==> src/rtl/cdb_arbiter.sv <==
// cdb_arbiter: shares the CDB between RS, branch and SLB producers via one-deep holding buffers.
// CDB_FIXED_PRIO_EN selects fixed priority branch > SLB > RS instead of round-robin.
module cdb_arbiter #(
  parameter int ENTRY_W = 4
) (
  input  logic               clk_in,
  input  logic               rst_in,
  input  logic               rdy_in,
  input  logic               flush_in,
  input  logic               rs_valid_in,
  input  logic [ENTRY_W-1:0] rs_entry_in,
  input  logic [31:0]        rs_value_in,
  input  logic               br_valid_in,
  input  logic [ENTRY_W-1:0] br_entry_in,
  input  logic [31:0]        br_value_in,
  input  logic               slb_valid_in,
  input  logic [ENTRY_W-1:0] slb_entry_in,
  input  logic [31:0]        slb_value_in,
  output logic               rs_ready_out,
  output logic               br_ready_out,
  output logic               slb_ready_out,
  output logic               cdb_valid_out,
  output logic [ENTRY_W-1:0] cdb_entry_out,
  output logic [31:0]        cdb_value_out,
  output logic [1:0]         cdb_src_out
);
  logic [2:0] in_v, buf_v, grant, ready, acc;
  logic [ENTRY_W-1:0] in_e [3];
  logic [ENTRY_W-1:0] buf_e [3];
  logic [31:0] in_d [3];
  logic [31:0] buf_d [3];
  logic [1:0] win;
  logic any;
  assign in_v = {slb_valid_in, br_valid_in, rs_valid_in};
  assign in_e = '{rs_entry_in, br_entry_in, slb_entry_in};
  assign in_d = '{rs_value_in, br_value_in, slb_value_in};
`ifdef CDB_FIXED_PRIO_EN
  assign win = buf_v[1] ? 2'd1 : buf_v[2] ? 2'd2 : 2'd0;
`else
  logic [1:0] last, c1, c2;
  assign c1  = last == 2'd2 ? 2'd0 : last + 2'd1;
  assign c2  = c1 == 2'd2 ? 2'd0 : c1 + 2'd1;
  assign win = buf_v[c1] ? c1 : buf_v[c2] ? c2 : last;
`endif
  assign any   = |buf_v;
  assign grant = any ? 3'b001 << win : 3'b000;
  // Ready never looks at valid, so no valid-to-output path exists.
  assign ready = {3{rdy_in & ~flush_in}} & (~buf_v | grant);
  always_comb begin
    acc = '0;
    for (int i = 0; i < 3; i++) acc[i] = in_v[i] & ready[i] & |in_e[i];
  end
  assign rs_ready_out  = ready[0];
  assign br_ready_out  = ready[1];
  assign slb_ready_out = ready[2];
  always_ff @(posedge clk_in or negedge rst_in) begin
    if (!rst_in) begin
      buf_v         <= '0;
      cdb_valid_out <= 1'b0;
      cdb_entry_out <= '0;
      cdb_value_out <= '0;
      cdb_src_out   <= '0;
      for (int i = 0; i < 3; i++) begin
        buf_e[i] <= '0;
        buf_d[i] <= '0;
      end
`ifndef CDB_FIXED_PRIO_EN
      last <= 2'd2;
`endif
    end else if (rdy_in) begin
      if (flush_in) begin
        buf_v         <= '0;
        cdb_valid_out <= 1'b0;
      end else begin
        cdb_valid_out <= any;
        if (any) begin
          cdb_entry_out <= buf_e[win];
          cdb_value_out <= buf_d[win];
          cdb_src_out   <= win;
`ifndef CDB_FIXED_PRIO_EN
          last <= win;
`endif
        end
        for (int i = 0; i < 3; i++) begin
          if (acc[i]) begin
            buf_v[i] <= 1'b1;
            buf_e[i] <= in_e[i];
            buf_d[i] <= in_d[i];
          end else if (grant[i]) begin
            buf_v[i] <= 1'b0;
          end
        end
      end
    end
  end
endmodule

==> config.mk <==
export PLATFORM = sky130hd
export DESIGN_NAME = cdb_arbiter
export DESIGN_NICKNAME = d
export VERILOG_FILES = /design/src/rtl/cdb_arbiter.sv
export SDC_FILE = /design/constraint.sdc
export NUM_CORES = 1
export LEC_CHECK = 0
export BUFFER_PORTS_ARGS = -buffer_cell sky130_fd_sc_hd__buf_2
export CAP_MARGIN = 20
export CORE_ASPECT_RATIO = 1.75
export CORE_MARGIN = 8
export CORE_UTILIZATION = 51
export CTS_CLUSTER_DIAMETER = 40
export CTS_CLUSTER_SIZE = 16
export DETAILED_ROUTE_END_ITERATION = 7
export PLACE_DENSITY = 0.79
export SYNTH_ARGS = -nofsm -noshare
export SYNTH_HDL_FRONTEND = slang
export SYNTH_SLANG_ARGS = --single-unit
==> constraint.sdc <==
create_clock -name clk_in -period 2.4 [get_ports clk_in]
set_input_delay 0.12 -clock clk_in [delete_from_list [all_inputs] [get_ports clk_in]]
set_output_delay 0.12 -clock clk_in [all_outputs]
set_load 0.03 [all_outputs]
==> results.sh, run 1 <==
export IMPL_cts_sinks=151
export IMPL_drc=0
export IMPL_fin_crit_sh=0.991
export IMPL_die_h_um=173
export IMPL_crit_required_ns=2.71
export IMPL_arrival_ns=2.69
export IMPL_relSlewSlack=0.522
export IMPL_fmax_mhz=421
export IMPL_synth_edff_count=0
export IMPL_setup_tns_final_ns=0
export IMPL_ys_seq_elements=151
export IMPL_worstSetupPathType="input port to flop"
export IMPL_fin_crit_ns=2.38
export IMPL_ant_nets=0
export IMPL_power_density_nw_per_um2=1030
export IMPL_async_flop_share=1.00
export IMPL_critPathCaptureType="flop"
export IMPL_hold_path_class="input port to flop"
export IMPL_timing_hold_ws_ns=0.103
export IMPL_fp_coreArea_um2=13800
export IMPL_io_buffers=156
export IMPL_synth_area_per_cell_um2=12.6
export IMPL_numCtsBuffers=17
export IMPL_hold_violations=0
export IMPL_cp_max_fo=36
export IMPL_max_cap_viol_count=0
export IMPL_path_clk_slew_ns=0.06
export IMPL_ys_seq_area_frac=0.526
export IMPL_rows=57
export IMPL_wirelength_um=24600
export IMPL_place_gp_congestion=0.873
export IMPL_fp_dieW_um=106
export IMPL_layout_setup_ws_ns=0.0220
export IMPL_synth_ff_type="dfrtp_1"
export IMPL_drv_slew=0
export IMPL_synth_area_um2=7190
export IMPL_grtUsageTotal=0.266
export IMPL_post_dp_hpwl_um=14300
export IMPL_cpMaxStageDelayCell="o41ai_1"
export IMPL_drt_pass1_iter_count=6
export IMPL_nets=952
export IMPL_startpoint_type="input port"
export IMPL_worstPathCellList="dlygate4sd3_1 > buf_2 > o41ai_1 > buf_4 > a211o_2 > buf_6 > mux2_2"
export IMPL_syn_nets=685
export IMPL_dieArea_um2=18300
export IMPL_initial_core_util=0.520
export IMPL_syn2layout_area_growth_pct=38.1
export IMPL_skew_ns=0.0137
export IMPL_finalSetupViolCount=0
export IMPL_drive_above_1_share=0.368
export IMPL_synth_distinct_cells=46
export IMPL_globalRouteOverflowTotal=0
export IMPL_ir_drop_mv=0.469
export IMPL_timing_critical_path_buf_inv=4
export IMPL_dpl_worst_slack_ns=-0.0535
export IMPL_p_leak_nw=4.50
export IMPL_outcome="complete, no violations"
export IMPL_grt_max_degree=67
export IMPL_vias=6296
export IMPL_insertion_delay_ns=0.43
export IMPL_cts_max_level=4
export IMPL_tightest_slew_ns=0.707
export IMPL_grt_pass1_vias=6884
export IMPL_cts_tree="done"
export IMPL_viasPerCell=6.12
export IMPL_ios=157
export IMPL_cts_root_buf="clkbuf_16"
export IMPL_clockBufferDepth=2
export IMPL_crit_family="buffers and inverters"
export IMPL_antenna_found_initial=3
export IMPL_drt_iter0_drc=492
export IMPL_yosysWarnings=0
export IMPL_cpPeakStageDelay_ns=0.69
export IMPL_r2r_slack_ns=0.23
export IMPL_grt_pass1_wl_um=37900
export IMPL_avgRoutedWirePerCell_um=23.9
export IMPL_synth_cells=570
## Yosys cell counts, types with 4 or more instances
master,instances,share of area
o21ai_0,42,0.029
buf_2,16,0.011
nor3b_1,15,0.016
o2bb2ai_1,4,0.0049
buf_4,7,0.0073
mux2_2,19,0.030
mux2_1,26,0.041
clkbuf_1,14,0.0073
nand2_1,36,0.019
inv_1,9,0.0047
mux2_4,58,0.12
dfrtp_1,150,0.52
a41oi_2,8,0.018
a221oi_1,23,0.028
a2bb2oi_1,13,0.016
buf_6,6,0.0094
a31oi_1,23,0.020
a21oi_1,19,0.013
a41oi_1,5,0.0061
nor2_1,39,0.020
## area by class of cell
| cell class | instances | area [µm²] |
|---|---|---|
| fillers | 881 | 3910 |
| clock inverters | 6 | 88.8 |
| well taps | 177 | 221 |
| inverters | 10 | 37.5 |
| multi-input cells | 364 | 3120 |
| clock buffers | 24 | 512 |
| diodes | 4 | 10.0 |
| flip-flops and latches | 151 | 3780 |
| repair buffers | 293 | 2150 |
## stage by stage
stage	utilization	cell area, µm²	std cells	total power [W]
after global placement	0.587	8120	880	0.00695
after global routing	0.717	9920	1028	0.0106
after CTS	0.714	9880	1024	0.0100
after detailed placement	0.587	8120	880	0.00710
final	0.717	9920	1029	0.0102
after floorplan	-	7190	570	0.00604
## final timing paths
check | from | cells past startpoint | to
min reg2reg | cdb_valid_out$_DFFE_PN0P_ | 1 | cdb_valid_out$_DFFE_PN0P_
min in group asynchronous | rst_in | 2 | buf_d[31]$_DFFE_PN0P_
max | rs_entry_in[1] | 7 | buf_d[85]$_DFFE_PN0P_
max reg2reg | buf_v[2]$_DFFE_PN0P_ | 6 | cdb_value_out[23]$_DFFE_PN0P_
max in group asynchronous | rst_in | 3 | buf_d[35]$_DFFE_PN0P_
min | flush_in | 4 | buf_v[2]$_DFFE_PN0P_
## repair_timing
item | in CTS | in global routing
hold endpoints to repair | 163 | 0
buffers inserted | 0 | 1
hold buffers | 113 | 0
gates resized for setup | 1 | 3
endpoints found under the setup margin | 22 | 52
cloned | 1 | 0
pin swaps | 1 | 1
## cell families after synthesis
kind of cell | after synthesis | share of synthesized area
multiplexers | 104 | 0.193
AO/OA/AOI/OAI | 159 | 0.164
AND/OR/NAND/NOR | 100 | 0.0679
flip-flops | 151 | 0.526
buffers and inverters | 56 | 0.0487
## where the power goes
group / switching [W] / internal (W)
combinational: 0.00203 / 0.00147
sequential: 0.000650 / 0.00332
clock: 0.00105 / 0.00169
## layout by cell type, fill, tap and decap left out, types with 3 or more instances in the layout
| cell | instances |
|---|---|
| buf_2 | 155 |
| dfrtp_1 | 150 |
| dlygate4sd3_1 | 113 |
| mux2_4 | 58 |
| o21ai_0 | 42 |
| nor2_1 | 38 |
| nand2_1 | 36 |
| mux2_1 | 26 |
| a31oi_1 | 23 |
| a221oi_1 | 23 |
| a21oi_1 | 19 |
| mux2_2 | 19 |
| buf_4 | 19 |
| clkbuf_16 | 17 |
| nor3b_1 | 14 |
| a2bb2oi_1 | 13 |
| inv_1 | 9 |
| a41oi_2 | 8 |
| clkbuf_8 | 6 |
| a41oi_1 | 5 |
| diode_2 | 4 |
| o2bb2ai_1 | 4 |
| buf_12 | 4 |
| a21oi_4 | 3 |
## worst register-to-register path, delay by kind of cell (launching register included)
family / cells / cell delay, ns
AO/OA/AOI/OAI: 3 / 0.66
buffers and inverters: 2 / 0.66
flip-flops: 1 / 0.56
AND/OR/NAND/NOR: 1 / 0.20
## registers in the layout, summed over array words and instances (netlist names)
name,cells
cdb_src_out,2
cdb_entry_out,4
buf_v,3
cdb_valid_out,1
last,1
buf_e,12
cdb_value_out,32
buf_d,96
## layer usage
| metal | vias to the layer above | GRT usage | part of all wire |
|---|---|---|---|
| met5 | - | 0 | 0 |
| met4 | 0 | 0.175 | 0.062 |
| met3 | 128 | 0.0674 | 0.080 |
| met2 | 440 | 0.451 | 0.52 |
| met1 | 3084 | 0.283 | 0.34 |
| li1 | 2644 | - | - |
No activity file was read; power rests on OpenSTA's default activity.
==> inputs of run 2 (changes only) <==
CORE_MARGIN = 4   (was 8)
GPL_TIMING_DRIVEN = 0   (was unset)
clock period = 2.6 ns   (was 2.4 ns; I/O delays follow)
==> results.sh, run 2 (synthesis results as in run 1) <==
export IMPL_outcome="complete, no violations"
export IMPL_finalSetupViolCount=0
export IMPL_fmax_mhz=400
export IMPL_vias=6342
export IMPL_cts_sinks=151
export IMPL_dieArea_um2=16100
export IMPL_die_h_um=165
export IMPL_regMostFlops="buf_d"
export IMPL_pwr_share_comb=0.344
export IMPL_cts_tree="done"
export IMPL_final_common_cell="buf_2"
export IMPL_max_cap_viol_count=0
export IMPL_path_depth=8
export IMPL_drive_above_1_share=0.361
export IMPL_crit_family="buffers and inverters"
export IMPL_p_leak_nw=4.55
export IMPL_numCtsBuffers=17
export IMPL_viasPerCell=6.06
export IMPL_hold_violations=0
export IMPL_layout_common_cells="171 x buf_2, 150 x dfrtp_1, 111 x dlygate4sd3_1"
export IMPL_drc=0
export IMPL_grtUsageTotal=0.308
export IMPL_worstPathCellList="dlygate4sd3_1 > buf_2 > o41ai_1 > a211o_1 > buf_6 > buf_6 > a32o_1 > dlygate4sd3_1"
export IMPL_hold_path_class="input port to flop"
export IMPL_largest_reg_flops=96
export IMPL_fp_coreArea_um2=13800
export IMPL_initial_core_util=0.520
export IMPL_grt_pass1_vias=6942
export IMPL_crit_required_ns=2.95
export IMPL_cpPeakStageDelay_ns=0.68
export IMPL_rows=57
export IMPL_cts_root_buf="clkbuf_16"
export IMPL_setup_tns_final_ns=0
export IMPL_tightest_slew_ns=0.764
export IMPL_fp_dieW_um=97.7
export IMPL_top_regs="buf_d x96, cdb_value_out x32, buf_e x12"
export IMPL_io_buffers=156
export IMPL_syn2layout_area_growth_pct=38.4
export IMPL_timing_hold_ws_ns=0.0169
export IMPL_power_density_nw_per_um2=953
export IMPL_path_clk_slew_ns=0.06
export IMPL_rsz0062_at_grt="false"
export IMPL_timing_critical_path_buf_inv=5
export IMPL_insertion_delay_ns=0.42
export IMPL_p_sw_w=0.00346
export IMPL_drt_pass1_iter_count=5
export IMPL_antenna_cells=0
export IMPL_worstSetupPathType="input port to flop"
export IMPL_grt_pass1_wl_um=38000
export IMPL_wirelength_um=24400
export IMPL_cpMaxStageDelayCell="o41ai_1"
export IMPL_seqPwrFrac=0.379
export IMPL_fin_crit_ns=2.50
export IMPL_dp_cells=904
export IMPL_globalRouteOverflowTotal=0
export IMPL_ios=157
export IMPL_cp_max_fo=10
export IMPL_drt_iter0_drc=475
export IMPL_post_dp_hpwl_um=15000
export IMPL_power_internal_w=0.00602
export IMPL_nFillCells=927
export IMPL_skew_ns=0.00923
export IMPL_rr_worst_depth=6
export IMPL_cts_repair_resize_count=0
export IMPL_antenna_found_initial=0
export IMPL_ir_drop_mv=0.464
export IMPL_startpoint_type="input port"
export IMPL_clock_power_share=0.277
export IMPL_nets=972
export IMPL_place_gp_congestion=0.881
export IMPL_relSlewSlack=0.491
export IMPL_cts_max_level=4
export IMPL_arrival_ns=2.85
export IMPL_grt_max_degree=87
export IMPL_avgRoutedWirePerCell_um=23.3
export IMPL_p_sw_frac=0.365
export IMPL_whs_path_depth=2
export IMPL_instances_no_fill=1047
export IMPL_clockBufferDepth=2
export IMPL_fin_crit_sh=0.961
export IMPL_drv_slew=0
export IMPL_critPathCaptureType="flop"
export IMPL_fin_util=0.719
export IMPL_ant_nets=0
## run 2: changes by cell type in the layout (fill, tap and decap cells not counted), sizes merged
cell and change:
buf +9, clkinv +4, bufinv +2, o32ai -1, clkinvlp -1, clkbuf +11, dlygate4sd3 -2, diode -4
## run 2: what timing repair did
| item | 4_1_cts | 5_1_grt |
|---|---|---|
| buffers inserted | 0 | 0 |
| hold buffers | 111 | 0 |
| hold endpoints to repair | 172 | 0 |
## run 2: worst paths after layout
kind | from | end | slack (ns)
max | rs_entry_in[1] | buf_e[10]$_DFFE_PN0P_ | 0.10
min | slb_entry_in[2] | buf_e[2]$_DFFE_PN0P_ | 0.02
max reg2reg | buf_v[0]$_DFFE_PN0P_ | cdb_value_out[24]$_DFFE_PN0P_ | 0.21
min reg2reg | buf_d[44]$_DFFE_PN0P_ | buf_d[44]$_DFFE_PN0P_ | 0.49
max in group asynchronous | rst_in | buf_d[11]$_DFFE_PN0P_ | 1.46
min in group asynchronous | rst_in | buf_d[51]$_DFFE_PN0P_ | 0.27
## run 2: per-layer routing
layer	part of all wire	track usage
met1	0.34	0.344
met2	0.51	0.529
met3	0.075	0.0567
met4	0.074	0.221
met5	0	0
## run 2: cell type report
class,instances,area [µm²],share of cell area
clock buffer,21,440,0.0443
tap,177,221,0.0223
sequential,151,3780,0.380
multi-input combinational,363,3060,0.307
inverter,10,37.5,0.00377
timing repair buffer,268,1930,0.194
buffer,46,313,0.0314
clock inverter,11,173,0.0174
## run 2: power groups by stage
stage	combinational (W)	sequential, W	clock (W)
3_3_place_gp	0.00293	0.00352	0
4_1_cts	0.00317	0.00355	0.00262
6_report	0.00326	0.00360	0.00262
3_5_place_dp	0.00301	0.00358	0
2_1_floorplan	0.00158	0.00400	0
5_1_grt	0.00347	0.00366	0.00273
## run 2: per-stage QoR
stage / worst slack (ns) / cell area (µm²) / power (W)
after global placement: -0.623 / 8190 / 0.00645
after CTS: 0.211 / 9950 / 0.00935
after global routing: 0.0593 / 9950 / 0.00985
after floorplan: 0.737 / 7190 / 0.00558
final: 0.102 / 9950 / 0.00948
after detailed placement: 0.391 / 8220 / 0.00659
==> inputs of run 3 (changes only) <==
clock period = 2.4 ns   (was 2.6 ns; I/O delays follow)
==> results.sh, run 3 (synthesis results as in run 1) <==
export IMPL_vias=6429
export IMPL_arrival_ns=2.66
export IMPL_insertion_delay_ns=0.42
export IMPL_layout_common_cells="170 x buf_2, 150 x dfrtp_1, 113 x dlygate4sd3_1"
export IMPL_final_area_um2=9990
export IMPL_path_clk_slew_ns=0.06
export IMPL_top_regs="buf_d x96, cdb_value_out x32, buf_e x12"
export IMPL_antenna_found_initial=0
export IMPL_drt_iter0_drc=610
export IMPL_fmax_mhz=423
export IMPL_power_density_nw_per_um2=1030
export IMPL_wirelength_um=24600
export IMPL_rsz0062_at_grt="true"
export IMPL_drive_above_1_share=0.364
export IMPL_critPathCaptureType="flop"
export IMPL_grt_pass1_wl_um=38200
export IMPL_fin_crit_ns=2.36
export IMPL_place_gp_congestion=0.881
export IMPL_cp_common_cell="buf_6"
export IMPL_cpPeakStageDelay_ns=0.56
export IMPL_regMostFlops="buf_d"
export IMPL_die_h_um=165
export IMPL_io_buffers=156
export IMPL_hp_start="slb_entry_in[2]"
export IMPL_syn2layout_area_growth_pct=39.0
export IMPL_finalSetupViolCount=0
export IMPL_tightest_slew_ns=0.729
export IMPL_ir_drop_mv=0.506
export IMPL_globalRouteOverflowTotal=0
export IMPL_crit_required_ns=2.70
export IMPL_viasPerCell=6.13
export IMPL_outcome="complete, no violations"
export IMPL_drv_slew=0
export IMPL_drc=0
export IMPL_max_cap_viol_count=0
export IMPL_startpoint_type="flop"
export IMPL_dieArea_um2=16100
export IMPL_wl_met3_um=1870
export IMPL_route_met2_wl_um=12600
export IMPL_fp_coreArea_um2=13800
export IMPL_initial_core_util=0.520
export IMPL_r2r_start="cdb_src_out[0]$_DFFE_PN0P_"
export IMPL_ant_nets=0
export IMPL_grt_pass1_vias=6996
export IMPL_worstSetupPathType="flop to flop"
export IMPL_numCtsBuffers=17
export IMPL_wl_met1_um=8360
export IMPL_relSlewSlack=0.514
export IMPL_hold_path_class="input port to flop"
export IMPL_final_common_cell="buf_2"
export IMPL_cts_sinks=151
export IMPL_grtUsageTotal=0.311
export IMPL_worstPathCellList="buf_6 > o21ai_1 > nand2_1 > a211o_1 > buf_6 > buf_12 > a32o_1 > dlygate4sd3_1"
export IMPL_startpoint="cdb_src_out[0]$_DFFE_PN0P_"
export IMPL_largest_reg_flops=96
export IMPL_dr_max_layer_used="met4"
export IMPL_ios=157
export IMPL_cts_max_level=4
export IMPL_hold_violations=0
export IMPL_cts_tree="done"
export IMPL_antenna_cells=0
export IMPL_skew_ns=0.00936
export IMPL_total_power_w=0.0103
export IMPL_r2r_slack_ns=0.04
export IMPL_rows=57
export IMPL_cts_root_buf="clkbuf_16"
export IMPL_nFillCells=922
export IMPL_fp_dieW_um=97.7
export IMPL_clockBufferDepth=2
export IMPL_grt_max_degree=87
export IMPL_cp_max_fo=10
export IMPL_cpMaxStageDelayCell="dlygate4sd3_1"
export IMPL_avgRoutedWirePerCell_um=23.5
export IMPL_post_dp_hpwl_um=15000
export IMPL_post_cts_setup_buffers=0
export IMPL_nets=974
export IMPL_fin_crit_sh=0.984
export IMPL_dpl_instance_area_um2=8220
export IMPL_drt_pass1_iter_count=8
export IMPL_p_leak_nw=4.57
## run 3: changes by cell type in the layout (fill, tap and decap cells not counted), sizes merged
cell	previous run	this run
dlygate4sd3	111	113
clkbuf	35	36
buf	189	188
## run 3: cell type report
class / count / area [µm²] / area share
Inverter: 10 / 37.5 / 0.00376
Tap cell: 177 / 221 / 0.0222
Timing Repair Buffer: 270 / 1950 / 0.195
Clock buffer: 21 / 440 / 0.0441
Buffer: 46 / 327 / 0.0327
Sequential cell: 151 / 3780 / 0.378
Clock inverter: 11 / 173 / 0.0173
Multi-Input combinational cell: 363 / 3070 / 0.307
## run 3: worst paths after layout
kind | to | cells past startpoint
max reg2reg | buf_e[2]$_DFFE_PN0P_ | 8
max | buf_e[2]$_DFFE_PN0P_ | 8
min | buf_v[2]$_DFFE_PN0P_ | 3
min reg2reg | buf_d[44]$_DFFE_PN0P_ | 1
max in group asynchronous | cdb_value_out[1]$_DFFE_PN0P_ | 3
min in group asynchronous | buf_d[51]$_DFFE_PN0P_ | 2
## run 3: per-layer routing
| metal | GRT usage | vias to the layer above |
|---|---|---|
| li1 | - | 2679 |
| met1 | 0.339 | 3178 |
| met2 | 0.537 | 435 |
| met3 | 0.0618 | 137 |
| met4 | 0.227 | 0 |
| met5 | 0 | - |
## run 3: power breakdown
part           switching [W]  total [W]  internal, W  leakage, nW
registers           0.000583    0.00390      0.00332         1.77
logic                0.00209    0.00356      0.00147         2.50
clock network        0.00111    0.00285      0.00175        0.296
total                0.00378     0.0103      0.00654         4.57
## run 3: what timing repair did
action                                 CTS  global route
endpoints found under the hold margin  173             0
resized for setup                        0             8
hold buffers                           113             0
setup endpoints to repair                0             4
## run 3: per-stage QoR
| step | cells | utilization | hold slack (ns) | TNS [ns] | setup WS [ns] |
|---|---|---|---|---|---|
| after floorplan | 570 | - | -0.176 | 0 | 0.537 |
| after global placement | 903 | 0.592 | 0.337 | -119.36 | -0.813 |
| after detailed placement | 904 | 0.594 | 0.156 | 0 | 0.191 |
| after CTS | 1049 | 0.720 | 0.0750 | 0 | 0.0211 |
| after global routing | 1049 | 0.722 | 0.0835 | -0.0690 | -0.0455 |
| final | 1049 | 0.722 | 0.0771 | 0 | 0.0377 |
## run 3: critical path, delay by kind of cell, from the launching register on
kind	cells	cell delay [ns]
buffers and inverters	4	1.05
and+or+nand+nor	1	0.10
AOI/OAI and AO/OA	3	0.68
DFF	1	0.41
